### src/rtl/ref_fetch_pkg.sv
// Shared constants and FSM encoding for the reference search-window fetch block.
package ref_fetch_pkg;

    localparam int LANES      = 16;
    localparam int ROW_STRIDE = 16;
    localparam int ADDR_W     = 13;

    typedef enum logic [2:0] {
        IDLE,
        ISSUE_A,
        ISSUE_B,
        CAPT_A,
        CAPT_B,
        OUT
    } state_t;

endpackage

### src/rtl/ref_row_align.sv
// Purpose: pick BLK_W pixels starting at lane pos (leftmost = high lane), spilling into word B.
// Latency: combinational.
// Backpressure: none; the caller registers the result.
module ref_row_align #(
    parameter int BD    = 8,
    parameter int BLK_W = 4,
    parameter int LANES = ref_fetch_pkg::LANES
) (
    input  logic [LANES*BD-1:0] word_a,
    input  logic [LANES*BD-1:0] word_b,
    input  logic [3:0]          pos,
    input  logic                replicate,
    output logic [BLK_W*BD-1:0] row
);

    int p;

    always_comb begin
        row = '0;
        p   = int'(pos);
        for (int k = 0; k < BLK_W; k++) begin
            if (p >= k) begin
                row[k*BD +: BD] = word_a[(p - k)*BD +: BD];
            end else if (replicate) begin
                // Right edge of the window: smear the last real pixel.
                row[k*BD +: BD] = word_a[BD-1:0];
            end else begin
                row[k*BD +: BD] = word_b[(LANES + p - k)*BD +: BD];
            end
        end
    end

endmodule

### src/rtl/ref_win_fetch.sv
// Purpose: fetch a BLK_W x BLK_H reference block from the search-window SRAM, one aligned row at a time.
// Latency: first row 3 cycles after the request handshake (4 when a second word is read), same per later row.
// Backpressure: a row is held stable in OUT until row_ready; no SRAM reads and no new requests meanwhile.
module ref_win_fetch #(
    parameter int BD         = 8,
    parameter int BLK_W      = 4,
    parameter int BLK_H      = 4,
    parameter int LANES      = ref_fetch_pkg::LANES,
    parameter int ROW_STRIDE = ref_fetch_pkg::ROW_STRIDE
) (
    input  logic                              clk,
    input  logic                              rst_n,
    input  logic                              req_valid,
    output logic                              req_ready,
    input  logic [ref_fetch_pkg::ADDR_W-1:0]  req_addr,
    input  logic [3:0]                        req_pos,
    output logic                              mem_rd_en,
    output logic [ref_fetch_pkg::ADDR_W-1:0]  mem_addr,
    input  logic [LANES*BD-1:0]               mem_rd_data,
    output logic                              row_valid,
    input  logic                              row_ready,
    output logic [BLK_W*BD-1:0]               row_data,
    output logic [3:0]                        row_idx,
    output logic                              row_last,
    output logic                              busy
);

    import ref_fetch_pkg::*;

    state_t              state_q;
    state_t              state_d;
    logic [ADDR_W-1:0]   row_base_q;
    logic [3:0]          pos_q;
    logic                rd_b_q;
    logic [3:0]          r_q;
    logic                row_last_q;
    logic [LANES*BD-1:0] word_a_q;
    logic [BLK_W*BD-1:0] row_data_q;

    logic                need_b;
    logic                at_edge;
    logic [LANES*BD-1:0] align_a;
    logic [BLK_W*BD-1:0] aligned;

    assign need_b  = (5'(req_pos) + 5'd1) < 5'(BLK_W);
    // Last word of a window row: the spill word would belong to the next row, so never read it.
    assign at_edge = (req_addr[3:0] == 4'hF);

    assign align_a = (state_q == CAPT_B) ? word_a_q : mem_rd_data;

    ref_row_align #(
        .BD    (BD),
        .BLK_W (BLK_W),
        .LANES (LANES)
    ) u_align (
        .word_a    (align_a),
        .word_b    (mem_rd_data),
        .pos       (pos_q),
        .replicate (state_q == CAPT_A),
        .row       (aligned)
    );

    always_ff @(posedge clk or negedge rst_n) begin
        if (!rst_n) begin
            state_q <= IDLE;
        end else begin
            state_q <= state_d;
        end
    end

    always_comb begin
        state_d   = state_q;
        mem_rd_en = 1'b0;
        mem_addr  = '0;
        case (state_q)
            IDLE: begin
                if (req_valid) state_d = ISSUE_A;
            end
            ISSUE_A: begin
                mem_rd_en = 1'b1;
                mem_addr  = row_base_q;
                state_d   = rd_b_q ? ISSUE_B : CAPT_A;
            end
            ISSUE_B: begin
                mem_rd_en = 1'b1;
                mem_addr  = row_base_q + ADDR_W'(1);
                state_d   = CAPT_B;
            end
            CAPT_A, CAPT_B: begin
                state_d = OUT;
            end
            OUT: begin
                if (row_ready) state_d = row_last_q ? IDLE : ISSUE_A;
            end
            default: state_d = IDLE;
        endcase
    end

    always_ff @(posedge clk or negedge rst_n) begin
        if (!rst_n) begin
            row_base_q <= '0;
            pos_q      <= '0;
            rd_b_q     <= 1'b0;
            r_q        <= '0;
            row_last_q <= 1'b0;
            word_a_q   <= '0;
            row_data_q <= '0;
        end else begin
            case (state_q)
                IDLE: begin
                    if (req_valid) begin
                        row_base_q <= req_addr;
                        pos_q      <= req_pos;
                        rd_b_q     <= need_b && !at_edge;
                        r_q        <= '0;
                        row_last_q <= 1'b0;
                    end
                end
                ISSUE_B: begin
                    word_a_q <= mem_rd_data;
                end
                CAPT_A, CAPT_B: begin
                    if (state_q == CAPT_A) word_a_q <= mem_rd_data;
                    row_data_q <= aligned;
                    row_last_q <= (r_q == 4'(BLK_H - 1));
                end
                OUT: begin
                    if (row_ready && !row_last_q) begin
                        r_q        <= r_q + 4'd1;
                        row_base_q <= row_base_q + ADDR_W'(ROW_STRIDE);
                    end
                end
                default: ;
            endcase
        end
    end

    assign req_ready = (state_q == IDLE);
    assign busy      = (state_q != IDLE);
    assign row_valid = (state_q == OUT);
    assign row_data  = row_data_q;
    assign row_idx   = r_q;
    assign row_last  = row_last_q;

endmodule

### config.mk
export PLATFORM = sky130hd
export DESIGN_NAME = ref_win_fetch
export DESIGN_NICKNAME = d
export VERILOG_FILES = /design/src/rtl/ref_fetch_pkg.sv /design/src/rtl/ref_row_align.sv /design/src/rtl/ref_win_fetch.sv
export SDC_FILE = /design/constraint.sdc
export NUM_CORES = 1
export LEC_CHECK = 0
export CAP_MARGIN = 20
export CORE_MARGIN = 1
export CORE_UTILIZATION = 60
export CTS_CLUSTER_SIZE = 14
export DETAILED_ROUTE_END_ITERATION = 8
export HOLD_SLACK_MARGIN = 0.03
export PLACE_DENSITY = 0.86
export SYNTH_ARGS = -nofsm -noshare
export SYNTH_HDL_FRONTEND = slang
export SYNTH_HIERARCHICAL = 1
export SYNTH_SLANG_ARGS = --single-unit
### constraint.sdc
create_clock -name clk -period 7.8 [get_ports clk]
set_clock_uncertainty 0.1 [all_clocks]
set_input_delay 2.34 -clock clk [delete_from_list [all_inputs] [get_ports clk]]
set_output_delay 2.34 -clock clk [all_outputs]
set_load 0.02 [all_outputs]
==> results.md <==
Final layout:
- In the final layout, the share of cells above drive strength 1 is 0.371.
- The most common library cell in the layout ignoring fill and taps is sky130_fd_sc_hd__mux2_2.
- The net count of the finished layout is 1510.
- The library cells used most frequently in the layout, excluding fill and tap cells, are sky130_fd_sc_hd__mux2_2, sky130_fd_sc_hd__clkdlybuf4s50_1, sky130_fd_sc_hd__dfrtp_1, sky130_fd_sc_hd__mux4_2, sky130_fd_sc_hd__nand2_1.
- The area growth from synthesis to final layout is 17.9%.

Synth:
- The number of different library cells used by synthesis comes to 55.
- After synthesis the netlist holds a flip-flop and latch count of 186.
- The number of nets handed over by synthesis was 1376.
- The average cell area after synthesis is 12.3 um2.
- In the synthesized netlist the async set-or-reset flop fraction comes to 1.00.
- After technology mapping, the gate count stands at 1217.
- The cell taking the most area after synthesis is sky130_fd_sc_hd__dfrtp_1.
- The top cell type's share of synthesized area is 0.312.
- For this run, the leading register cell type out of synthesis is sky130_fd_sc_hd__dfrtp_1.
- The number of synthesized flops with an enable pin is 0.
- Yosys attributes the largest share of cell area to sky130_fd_sc_hd__dfrtp_1, sky130_fd_sc_hd__mux2_2, sky130_fd_sc_hd__mux4_2.
- The yosys synthesis warning count is 6.
- The sequential fraction of the synthesis area is 0.312.
- The area of the mapped netlist is 0.0149 mm2.

Power:
- VDD sags by at most 0.308 mV.
- The standby leakage power is 6.81 nW.
- The power per unit of standard cell area is 485 mW/mm2.

Floorplanning:
- From bottom edge to top edge, the die measures 160 um.
- The floorplan has 57 rows.
- The area of the placeable core is 0.0244 mm2.
- For this configuration, the core starts out at a cell density of 0.612.
- Pin placement for this block handled 203 I/O pins.
- Measured along the x axis, the die boundary spans 160 um.
- The area of the die is 0.0255 mm2.

Global route:
- The wire length of the first global-routing pass is 72300 um.
- The initial antenna violation count is 1.
- met2 is the most crowded layer.
- The global-route met2 utilization is 0.554.
- The overall global routing resource usage is 0.379.
- The global routing usage on met1 is 0.526.
- The met3 track demand over resource in global routing is 0.107.
- Entering global routing, the biggest net connects 130 pins.
- Summed over all layers, the global routing overflow is 0.
- The number of global-route vias before repair is 11.9k.

Timing:
- The setup-violating endpoint count in the final report is 0.
- For the pin with the worst max-slew slack, the measured transition is 1070 ps.
- Setup total negative slack on the finished layout was measured at 0 ps.
- The highest clock frequency the design can meet is 0.180 GHz.
- The part of the cycle the worst path needs is 0.713.
- The total count of max-transition violations in the final report is 0.
- The final hold slack is 403 ps.
- In this run the tightest slew margin relative to its limit is 0.284.
- Setup repair after global routing left no endpoint under its margin.
- The count of final hold-check violations is 0.
- Counting I/O delays and the setup requirement, the final critical path takes 5560 ps.

Place:
- Port buffering added 202 buffers.
- The HPWL after detailed placement is 34300 um.
- The routability congestion estimate is 0.990.

Setup path:
- Along the worst path, the maximum fanout reaches 61.
- Together, buffers and inverters on the worst path number 1.
- For this run, the slowest stage of the critical path takes 630 ps.
- The worst setup path category is flop to output pin.
- The data required time of the critical path is 5360 ps.
- For flop-to-flop paths, the worst setup slack is 3060 ps.
- Walking the worst path, the cells encountered are nand2b_4 -> nor2_2 -> o21ai_0 -> a31oi_1 -> clkdlybuf4s50_1.
- The arrival time of data at the critical path endpoint is 3120 ps.
- The critical path capture point type is an output pin.
- The gate family responsible for the most delay along the worst path is simple AND/OR/NAND/NOR gates.
- The kind of start point of the critical path is a flop.
- For this design, the slowest cell found on the critical path is sky130_fd_sc_hd__clkdlybuf4s50_1.

Clocking:
- Clock tree synthesis found a total of 186 sinks.
- The clock slew seen by the registers of the worst setup and hold paths is 70 ps.
- The cell sitting at the root of the clock tree is a sky130_fd_sc_hd__clkbuf_16.
- The number of resized instances in the post-cts repair step is 0.
- The maximum clock insertion buffer count is 2.
- The H-tree level count is 4.
- Buffers inserted to repair hold after CTS numbered 0.
- Counting the buffers created by CTS gives 17.
- The clock tree from TritonCTS is built.
- For the worst-skew pair, the clock arrives at the later sink with an insertion delay of 440 ps.
- Once the clock tree was built, the setup fixing pass inserted 0 buffers.

Detailed routing:
- The final routed wirelength across all metal layers is 47400 um.
- Dividing the detail-routed wire length by the instance count gives 28.1 um.
- The total number of vias is 12.2k.
- Before antenna repair, the detailed router went through 5 iterations.
- The number of DRC markers after the initial detailed-route iteration is 1544.
- After detailed routing, the number of remaining DRC violations is 0.
- The number of antenna-violating nets in the routed design is 0.
- The detailed-route vias per instance is 7.21.

Hold path:
- The worst hold path belongs to the class flop to flop.

Flow run:
- The number of violations of the max-capacitance limit is 0.

Status:
- The run finished with clean final reports.
-- power breakdown --
part	internal [W]	switching (W)
Clock	0.000496	0.000402
Combinational	0.00275	0.00306
Sequential	0.00146	0.000382
-- flip-flops by register name, indices dropped and copies added, names as in the netlist --
register	count
row_last	1
pos_q	4
row_base_q	13
rd_b_q	1
row_data	32
row_idx	4
state_q	3
word_a_q	128
-- area by class of cell --
cell class,instances,area (um2)
clock inverters,10,133
repair buffers,217,2170
inverters,14,52.6
diodes,1,2.50
fillers,1697,6780
multi-input cells,915,9730
flip-flops and latches,186,4660
well taps,324,405
clock buffers,21,460
-- through the flow --
step	setup WS [ps]	std cells	power [W]	util	instance area, um2
floorplan	3540	1217	0.00581	-	14900
global placement	2800	1655	0.00726	0.696	17000
detailed placement	2710	1655	0.00740	0.696	17000
CTS	2220	1686	0.00833	0.721	17600
global route	1990	1687	0.00886	0.722	17600
finish	2240	1688	0.00855	0.722	17600
-- path summary, 6_finish.rpt --
check / end / start / depth (start not counted)
worst max-delay path: mem_addr[11] / state_q[2] / 5
worst min-delay path: word_a_q[42] / word_a_q[42] / 1
worst max register to register: row_data[10] / pos_q[2] / 9
worst min register to register: word_a_q[42] / word_a_q[42] / 1
max in group asynchronous: row_data[8] / rst_n / 2
min in group asynchronous: row_base_q[10] / rst_n / 1
-- layer usage --
layer / wire length, um / part of all wire
met4: 2380 / 0.050
met5: 0 / 0
met1: 18200 / 0.38
met2: 20700 / 0.44
met3: 6070 / 0.13
-- synthesized netlist by cell type (all sizes together), types with 2 or more instances --
cell and instances:
a211oi 4, buf 85, nand4b 2, o21a 6
a21o 7, mux2 299, inv 14, nand3 9
o211ai 2, nor3 10, or3 8, and4 2
nand2 118, a21oi 37, mux4 141, or3b 2
nor3b 9, and3 9, a22o 9, nor2b 2
dfrtp 186, nand2b 2, nand4 4, or4 2
ha 10, o21ai 39, a221o 6, a31oi 28
mux2i 94, xor2 2, o22ai 11, xnor2 9
clkbuf 17, nor2 22
-- logic make-up (layout without fill, tap and decap cells) --
logic type	count (synthesis)	after routing	synth area share
other cells	0	1	0
compound gates	155	155	0.0659
buf+inv	116	262	0.0398
simple gates	205	205	0.0643
fa+ha+maj	10	10	0.00838
mux	534	534	0.501
xor+xnor	11	11	0.00871
flops	186	186	0.312
(Power assumes the default switching activity.)
